[src/rtl/mult_accum_pipe_pkg.sv]
// Shared op encodings, pipeline latency and per-stage control word for the MAC pipeline.
package mult_accum_pkg;

  localparam logic [1:0] OP_MUL  = 2'b00;
  localparam logic [1:0] OP_MAC  = 2'b01;
  localparam logic [1:0] OP_MSC  = 2'b10;
  localparam logic [1:0] OP_PASS = 2'b11;

  localparam int MAC_LATENCY = 3;

  // Control that travels alongside the operands so each op keeps its own mode.
  typedef struct packed {
    logic       valid;
    logic [1:0] op;
    logic       is_signed;
  } stage_ctl_t;

  function automatic logic is_accumulating(input logic [1:0] op);
    return (op == OP_MAC) || (op == OP_MSC);
  endfunction

endpackage

[src/rtl/mult_accum_pipe_if.sv]
// Op/result bus of the MAC pipeline; master issues ops, slave (the MAC) returns results.
interface mult_accum_pipe_if #(
  parameter int IN_W  = 16,
  parameter int ACC_W = 40
);
  logic             in_valid;
  logic [IN_W-1:0]  in_a;
  logic [IN_W-1:0]  in_b;
  logic [1:0]       in_op;
  logic             in_signed;
  logic             clear_accum;
  logic             out_valid;
  logic [ACC_W-1:0] out_acc;
  logic             overflow;

  modport master (
    output in_valid, in_a, in_b, in_op, in_signed, clear_accum,
    input  out_valid, out_acc, overflow
  );

  modport slave (
    input  in_valid, in_a, in_b, in_op, in_signed, clear_accum,
    output out_valid, out_acc, overflow
  );
endinterface

[src/rtl/mult_accum_pipe_s2.sv]
// S1->S2 stage: registered IN_W x IN_W multiply (signed or unsigned) or {a,b} pass-through.
module mult_pipe_s2 #(
  parameter int IN_W = 16
) (
  input  logic              clk,
  input  logic              reset_n,
  input  logic [IN_W-1:0]   a,
  input  logic [IN_W-1:0]   b,
  input  logic              is_signed,
  input  logic              pass,
  output logic [2*IN_W-1:0] prod
);
  localparam int PW = 2 * IN_W;

  logic [PW-1:0] a_ext, b_ext, prod_next;

  // Extending both operands to PW bits makes the low PW bits of one product
  // correct for either signedness.
  always_comb begin
    a_ext     = is_signed ? {{IN_W{a[IN_W-1]}}, a} : {{IN_W{1'b0}}, a};
    b_ext     = is_signed ? {{IN_W{b[IN_W-1]}}, b} : {{IN_W{1'b0}}, b};
    prod_next = pass ? {a, b} : a_ext * b_ext;
  end

  always_ff @(posedge clk or negedge reset_n) begin
    if (!reset_n) begin
      prod <= '0;
    end else begin
      prod <= prod_next;
    end
  end
endmodule

[src/rtl/mult_accum_pipe.sv]
// Three-stage pipelined multiply-accumulate with sticky overflow.
// Define MULT_ACCUM_SAT_EN to clamp the accumulator on overflow instead of wrapping.
module mult_accum_pipe
  import mult_accum_pkg::*;
#(
  parameter int IN_W  = 16,
  parameter int ACC_W = 40
) (
  input logic              clk,
  input logic              reset_n,
  mult_accum_pipe_if.slave bus
);
  localparam int PW = 2 * IN_W;

  if (ACC_W < PW) begin : g_width_check
    $error("mult_accum_pipe: ACC_W must be at least 2*IN_W");
  end

  logic [IN_W-1:0]  s1_a_reg, s1_b_reg;
  stage_ctl_t       s1_ctl_reg, s2_ctl_reg;
  logic [PW-1:0]    s2_prod;
  logic [ACC_W-1:0] acc_reg, acc_next, ext, res;
  logic             ovf_reg, ovf_hit, out_valid_reg;
  logic [ACC_W:0]   sum_w, diff_w;

  mult_pipe_s2 #(.IN_W(IN_W)) u_mult (
    .clk       (clk),
    .reset_n   (reset_n),
    .a         (s1_a_reg),
    .b         (s1_b_reg),
    .is_signed (s1_ctl_reg.is_signed),
    .pass      (s1_ctl_reg.op == OP_PASS),
    .prod      (s2_prod)
  );

  genvar gi;
  for (gi = 0; gi < ACC_W; gi++) begin : g_ext
    if (gi < PW) begin : g_low
      assign ext[gi] = s2_prod[gi];
    end else begin : g_fill
      assign ext[gi] = s2_ctl_reg.is_signed & s2_prod[PW-1];
    end
  end

  always_comb begin
    sum_w   = {1'b0, acc_reg} + {1'b0, ext};
    diff_w  = {1'b0, acc_reg} - {1'b0, ext};
    res     = ext;
    ovf_hit = 1'b0;
    case (s2_ctl_reg.op)
      OP_MAC: begin
        res     = sum_w[ACC_W-1:0];
        ovf_hit = s2_ctl_reg.is_signed
                ? (acc_reg[ACC_W-1] == ext[ACC_W-1]) && (res[ACC_W-1] != acc_reg[ACC_W-1])
                : sum_w[ACC_W];
      end
      OP_MSC: begin
        res     = diff_w[ACC_W-1:0];
        ovf_hit = s2_ctl_reg.is_signed
                ? (acc_reg[ACC_W-1] != ext[ACC_W-1]) && (res[ACC_W-1] != acc_reg[ACC_W-1])
                : diff_w[ACC_W];
      end
      default: res = ext;
    endcase
    acc_next = res;
`ifdef MULT_ACCUM_SAT_EN
    // A signed overflow always runs away from the sign the accumulator had.
    if (ovf_hit && is_accumulating(s2_ctl_reg.op)) begin
      if (s2_ctl_reg.is_signed) begin
        acc_next = acc_reg[ACC_W-1] ? {1'b1, {(ACC_W-1){1'b0}}} : {1'b0, {(ACC_W-1){1'b1}}};
      end else begin
        acc_next = (s2_ctl_reg.op == OP_MAC) ? {ACC_W{1'b1}} : {ACC_W{1'b0}};
      end
    end
`endif
  end

  always_ff @(posedge clk or negedge reset_n) begin
    if (!reset_n) begin
      s1_a_reg      <= '0;
      s1_b_reg      <= '0;
      s1_ctl_reg    <= '0;
      s2_ctl_reg    <= '0;
      acc_reg       <= '0;
      ovf_reg       <= 1'b0;
      out_valid_reg <= 1'b0;
    end else begin
      s1_a_reg             <= bus.in_a;
      s1_b_reg             <= bus.in_b;
      s1_ctl_reg.valid     <= bus.in_valid;
      s1_ctl_reg.op        <= bus.in_op;
      s1_ctl_reg.is_signed <= bus.in_signed;
      s2_ctl_reg           <= s1_ctl_reg;
      // Clear wins over the op reaching S3; ops still in S1/S2 carry on from zero.
      if (bus.clear_accum) begin
        acc_reg       <= '0;
        ovf_reg       <= 1'b0;
        out_valid_reg <= 1'b0;
      end else if (s2_ctl_reg.valid) begin
        acc_reg       <= acc_next;
        ovf_reg       <= ovf_reg | ovf_hit;
        out_valid_reg <= 1'b1;
      end else begin
        out_valid_reg <= 1'b0;
      end
    end
  end

  assign bus.out_valid = out_valid_reg;
  assign bus.out_acc   = acc_reg;
  assign bus.overflow  = ovf_reg;
endmodule

[src/flat_wrapper.sv]
// flat-port wrapper written by rule: the top's interface ports become plain ports
module mult_accum_pipe_flat import mult_accum_pkg::*;
#(
  parameter int IN_W  = 16,
  parameter int ACC_W = 40
)
  (clk, reset_n, bus_in_valid, bus_in_a, bus_in_b, bus_in_op, bus_in_signed, bus_clear_accum, bus_out_valid, bus_out_acc, bus_overflow);
  mult_accum_pipe_if #(.IN_W(IN_W), .ACC_W(ACC_W)) bus_i ();
  input logic clk;
  input logic reset_n;
  input wire logic [$bits(bus_i.in_valid)-1:0] bus_in_valid;
  input wire logic [$bits(bus_i.in_a)-1:0] bus_in_a;
  input wire logic [$bits(bus_i.in_b)-1:0] bus_in_b;
  input wire logic [$bits(bus_i.in_op)-1:0] bus_in_op;
  input wire logic [$bits(bus_i.in_signed)-1:0] bus_in_signed;
  input wire logic [$bits(bus_i.clear_accum)-1:0] bus_clear_accum;
  output wire logic [$bits(bus_i.out_valid)-1:0] bus_out_valid;
  output wire logic [$bits(bus_i.out_acc)-1:0] bus_out_acc;
  output wire logic [$bits(bus_i.overflow)-1:0] bus_overflow;
  assign bus_i.in_valid = bus_in_valid;
  assign bus_i.in_a = bus_in_a;
  assign bus_i.in_b = bus_in_b;
  assign bus_i.in_op = bus_in_op;
  assign bus_i.in_signed = bus_in_signed;
  assign bus_i.clear_accum = bus_clear_accum;
  assign bus_out_valid = bus_i.out_valid;
  assign bus_out_acc = bus_i.out_acc;
  assign bus_overflow = bus_i.overflow;
  mult_accum_pipe #(.IN_W(IN_W), .ACC_W(ACC_W)) u_core (.clk(clk), .reset_n(reset_n), .bus(bus_i));
endmodule
[config.mk]
export PLATFORM = sky130hd
export DESIGN_NAME = mult_accum_pipe_flat
export DESIGN_NICKNAME = d
export VERILOG_FILES = /design/src/rtl/mult_accum_pipe_pkg.sv /design/src/rtl/mult_accum_pipe_if.sv /design/src/rtl/mult_accum_pipe_s2.sv /design/src/rtl/mult_accum_pipe.sv /design/src/flat_wrapper.sv
export SDC_FILE = /design/constraint.sdc
export NUM_CORES = 1
export LEC_CHECK = 0
export ABC_AREA = 1
export BUFFER_PORTS_ARGS = -buffer_cell sky130_fd_sc_hd__buf_2
export CAP_MARGIN = 0
export CORE_MARGIN = 8
export CORE_UTILIZATION = 40
export CTS_CLUSTER_SIZE = 20
export DETAILED_ROUTE_END_ITERATION = 12
export SLEW_MARGIN = 20
export SYNTH_ARGS = -nofsm -noshare
export SYNTH_HDL_FRONTEND = slang
export SYNTH_SLANG_ARGS = --single-unit
export TNS_END_PERCENT = 100
[constraint.sdc]
create_clock -name clk -period 6.1 [get_ports clk]
set_input_delay 1.22 -clock clk [delete_from_list [all_inputs] [get_ports clk]]
set_output_delay 1.22 -clock clk [all_outputs]
set_load 0.05 [all_outputs]
==> results.yml <==
status:
  status: "finished, violations left"
  violations: "negative setup slack"
die:
  rows: 90
  die_area_um2: 68700
  io_pins: 81
  start_util_pct: 40.3
  design.core.area_um2: 60100
  die_y_um: 262
  die_x_um: 262
layout:
  final_common_cell: "nand2_1"
  drive_above_1_share_pct: 18.1
  area_growth_pct: 21.4
  final_area_um2: 29400
  diodes: 0
  nFillCells: 6016
  largest_reg_flops: 40
  layout_common_cells: "nand2_1, inv_1, fa_1"
  final_nets: 4274
setup_path:
  slowest_delay_ns: 0.58
  slowest_stage: "fa_2"
  end_kind: "register"
  crit_required_ns: 6.43
  worstPathArrival_ns: 6.90
  worstSetupStartpointType: "register"
  critPathMostFrequentCell: "fa_1"
  critPathKind: "reg2reg"
  worstPathMaxFanout: 7
logic_synthesis:
  synth_warnings: 0
  synth.distinct_cells: 56
  avgSynthCellArea_um2: 7.06
  synth-seq-area-share_pct: 11.8
  synth-seq-cells: 114
  async_reset_ff_share_pct: 100
  postSynthCellCount: 3432
  synth_edf_count: 0
  ys.flop_type: "dfrtp_1"
  syn_area_um2: 24200
  syn_nets: 4017
placement:
  place.detailed.hpwl_mm: 71.4
  place_area_um2: 27300
  place_congestion: 1.03
  portBuffers: 80
clock_tree:
  cts-root-buf: "clkbuf_16"
  ctsHoldBuffers: 0
  cts-buffers-inserted: 17
  clk_latency_ns: 0.47
  path_clk_slew_ns: 0.06
  cts_sinks: 114
  cts_max_path_buffers: 2
  cts_tree: "done"
  h-tree-depth: 4
timing:
  period_needed_ns: 6.56
  worst_pin_slew_ns: 1.07
  slew_headroom_pct: 28.7
  fmax_mhz: 152
  worst_slack_ns: -0.464
  rsz0062_at_grt: "true"
  drv_slew: 0
  finalSetupViolations: 15
  hold_viol: 0
  finalCritPeriodShare_pct: 108
  clock_skew_ns: 0.0145
routing:
  wl_per_cell_um: 19.1
  ant_nets: 0
  drc_errors: 0
  post_drt_via_cell_ratio: 5.08
  drtIter0Drc: 1563
  via_count: 22800
  drt_first_pass_iters: 5
  totalWireLength_mm: 85.5
global_route:
  grt_max_degree: 68
  grt_pass1_wl_mm: 133
  track_usage_pct: 25.3
  grt_pass1_vias: 23500
  antenna_found_initial: 1
  grt_overflow: 0
run:
  cap_violations: 0
worst_hold_path:
  hp-class: "reg2reg"
layout make-up:
type / instances / area, µm² / area share (%)
Multi-Input combinational cell: 2386 / 19000 / 64.5
Inverter: 808 / 3050 / 10.4
Timing Repair Buffer: 362 / 2910 / 9.90
Sequential cell: 114 / 2860 / 9.73
Tap cell: 782 / 978 / 3.32
Clock buffer: 20 / 457 / 1.55
Clock inverter: 12 / 201 / 0.684
worst paths after layout:
path,start,to,slack (ns),depth (start not counted)
setup / recovery,u_core.s1_ctl_reg[0],u_core.u_mult.prod[26],-0.46,25
hold / removal,u_core.s1_ctl_reg[3],u_core.s2_ctl_reg[3],0.36,0
setup reg to reg,u_core.s1_ctl_reg[0],u_core.u_mult.prod[26],-0.46,25
hold reg to reg,u_core.s1_ctl_reg[3],u_core.s2_ctl_reg[3],0.36,0
max in group asynchronous,reset_n,u_core.s1_ctl_reg[0],4.13,2
min in group asynchronous,reset_n,u_core.s1_b_reg[10],0.77,1
routing by layer:
layer  vias to the layer above  part of all wire, %  track usage, %
met5                         -                0.015               0
met4                         2                  4.0            10.1
met3                       158                  4.5            2.06
met2                       652                   50            45.3
met1                     11100                   41            31.3
li1                      10900                    -               -
worst max-delay path, delay by kind of cell, from the launching register on:
kind            cells  cell delay [ns]
simple gates        7             0.82
fa+ha+maj           9             4.25
flops               1             0.45
compound gates      2             0.28
buf+inv             7             0.59
cells by family after synthesis:
| logic type | after synthesis | synth area share (%) |
|---|---|---|
| and+or+nand+nor | 1386 | 23.9 |
| buffers and inverters | 932 | 14.8 |
| adders and majority gates | 546 | 38.6 |
| AOI/OAI and AO/OA | 413 | 9.44 |
| DFF | 114 | 11.8 |
| xor gates and xnor gates | 41 | 1.48 |
what timing repair did:
action                     4_1_cts  5_1_grt
cloned                           0        1
setup buffers                   19       23
setup endpoints to repair       19       20
gates resized for setup        125      148
pin swaps                       61      101
stage by stage:
stage | cells | setup WS [ns] | hold slack [ns] | utilization, % | setup TNS, ns
4_1_cts | 4463 | -0.477 | 0.361 | 47.7 | -4.32
3_5_place_dp | 4413 | -0.627 | 0.350 | 45.5 | -6.69
2_1_floorplan | 3432 | -0.168 | 0.331 | - | -0.948
6_report | 4484 | -0.464 | 0.357 | 49.0 | -4.51
5_1_grt | 4484 | -0.685 | 0.368 | 49.0 | -8.47
3_3_place_gp | 4413 | -0.466 | 0.336 | 45.5 | -5.24
synth_stat cells, types with 3 or more instances:
library cell	n	area, µm²
o21bai_1	17	128
o211ai_1	13	97.6
inv_1	801	3010
a21oi_2	6	52.6
ha_1	210	2630
a21o_1	11	82.6
nor2_1	225	845
nor3_2	3	30.0
buf_4	11	82.6
a221oi_1	3	26.3
nand2_2	12	75.1
clkbuf_2	5	25.0
nand3_1	193	966
xnor2_1	19	166
clkbuf_1	66	248
a31oi_1	7	43.8
nand4_1	33	206
buf_2	28	140
dfrtp_1	114	2850
buf_1	12	45.0
inv_2	6	22.5
nand2_1	861	3230
nand3b_1	5	37.5
fa_1	336	6730
nand3_2	6	60.1
a21oi_1	190	951
or2_0	3	18.8
or2_2	9	56.3
nor3_1	15	75.1
xor2_1	22	193
o21ai_1	6	30.0
a32o_1	4	40.0
o21ai_0	141	706
nor2_2	10	62.6
Power is not shown: default switching activity piles up to over one toggle a cycle in this logic, so the estimate is an artifact.
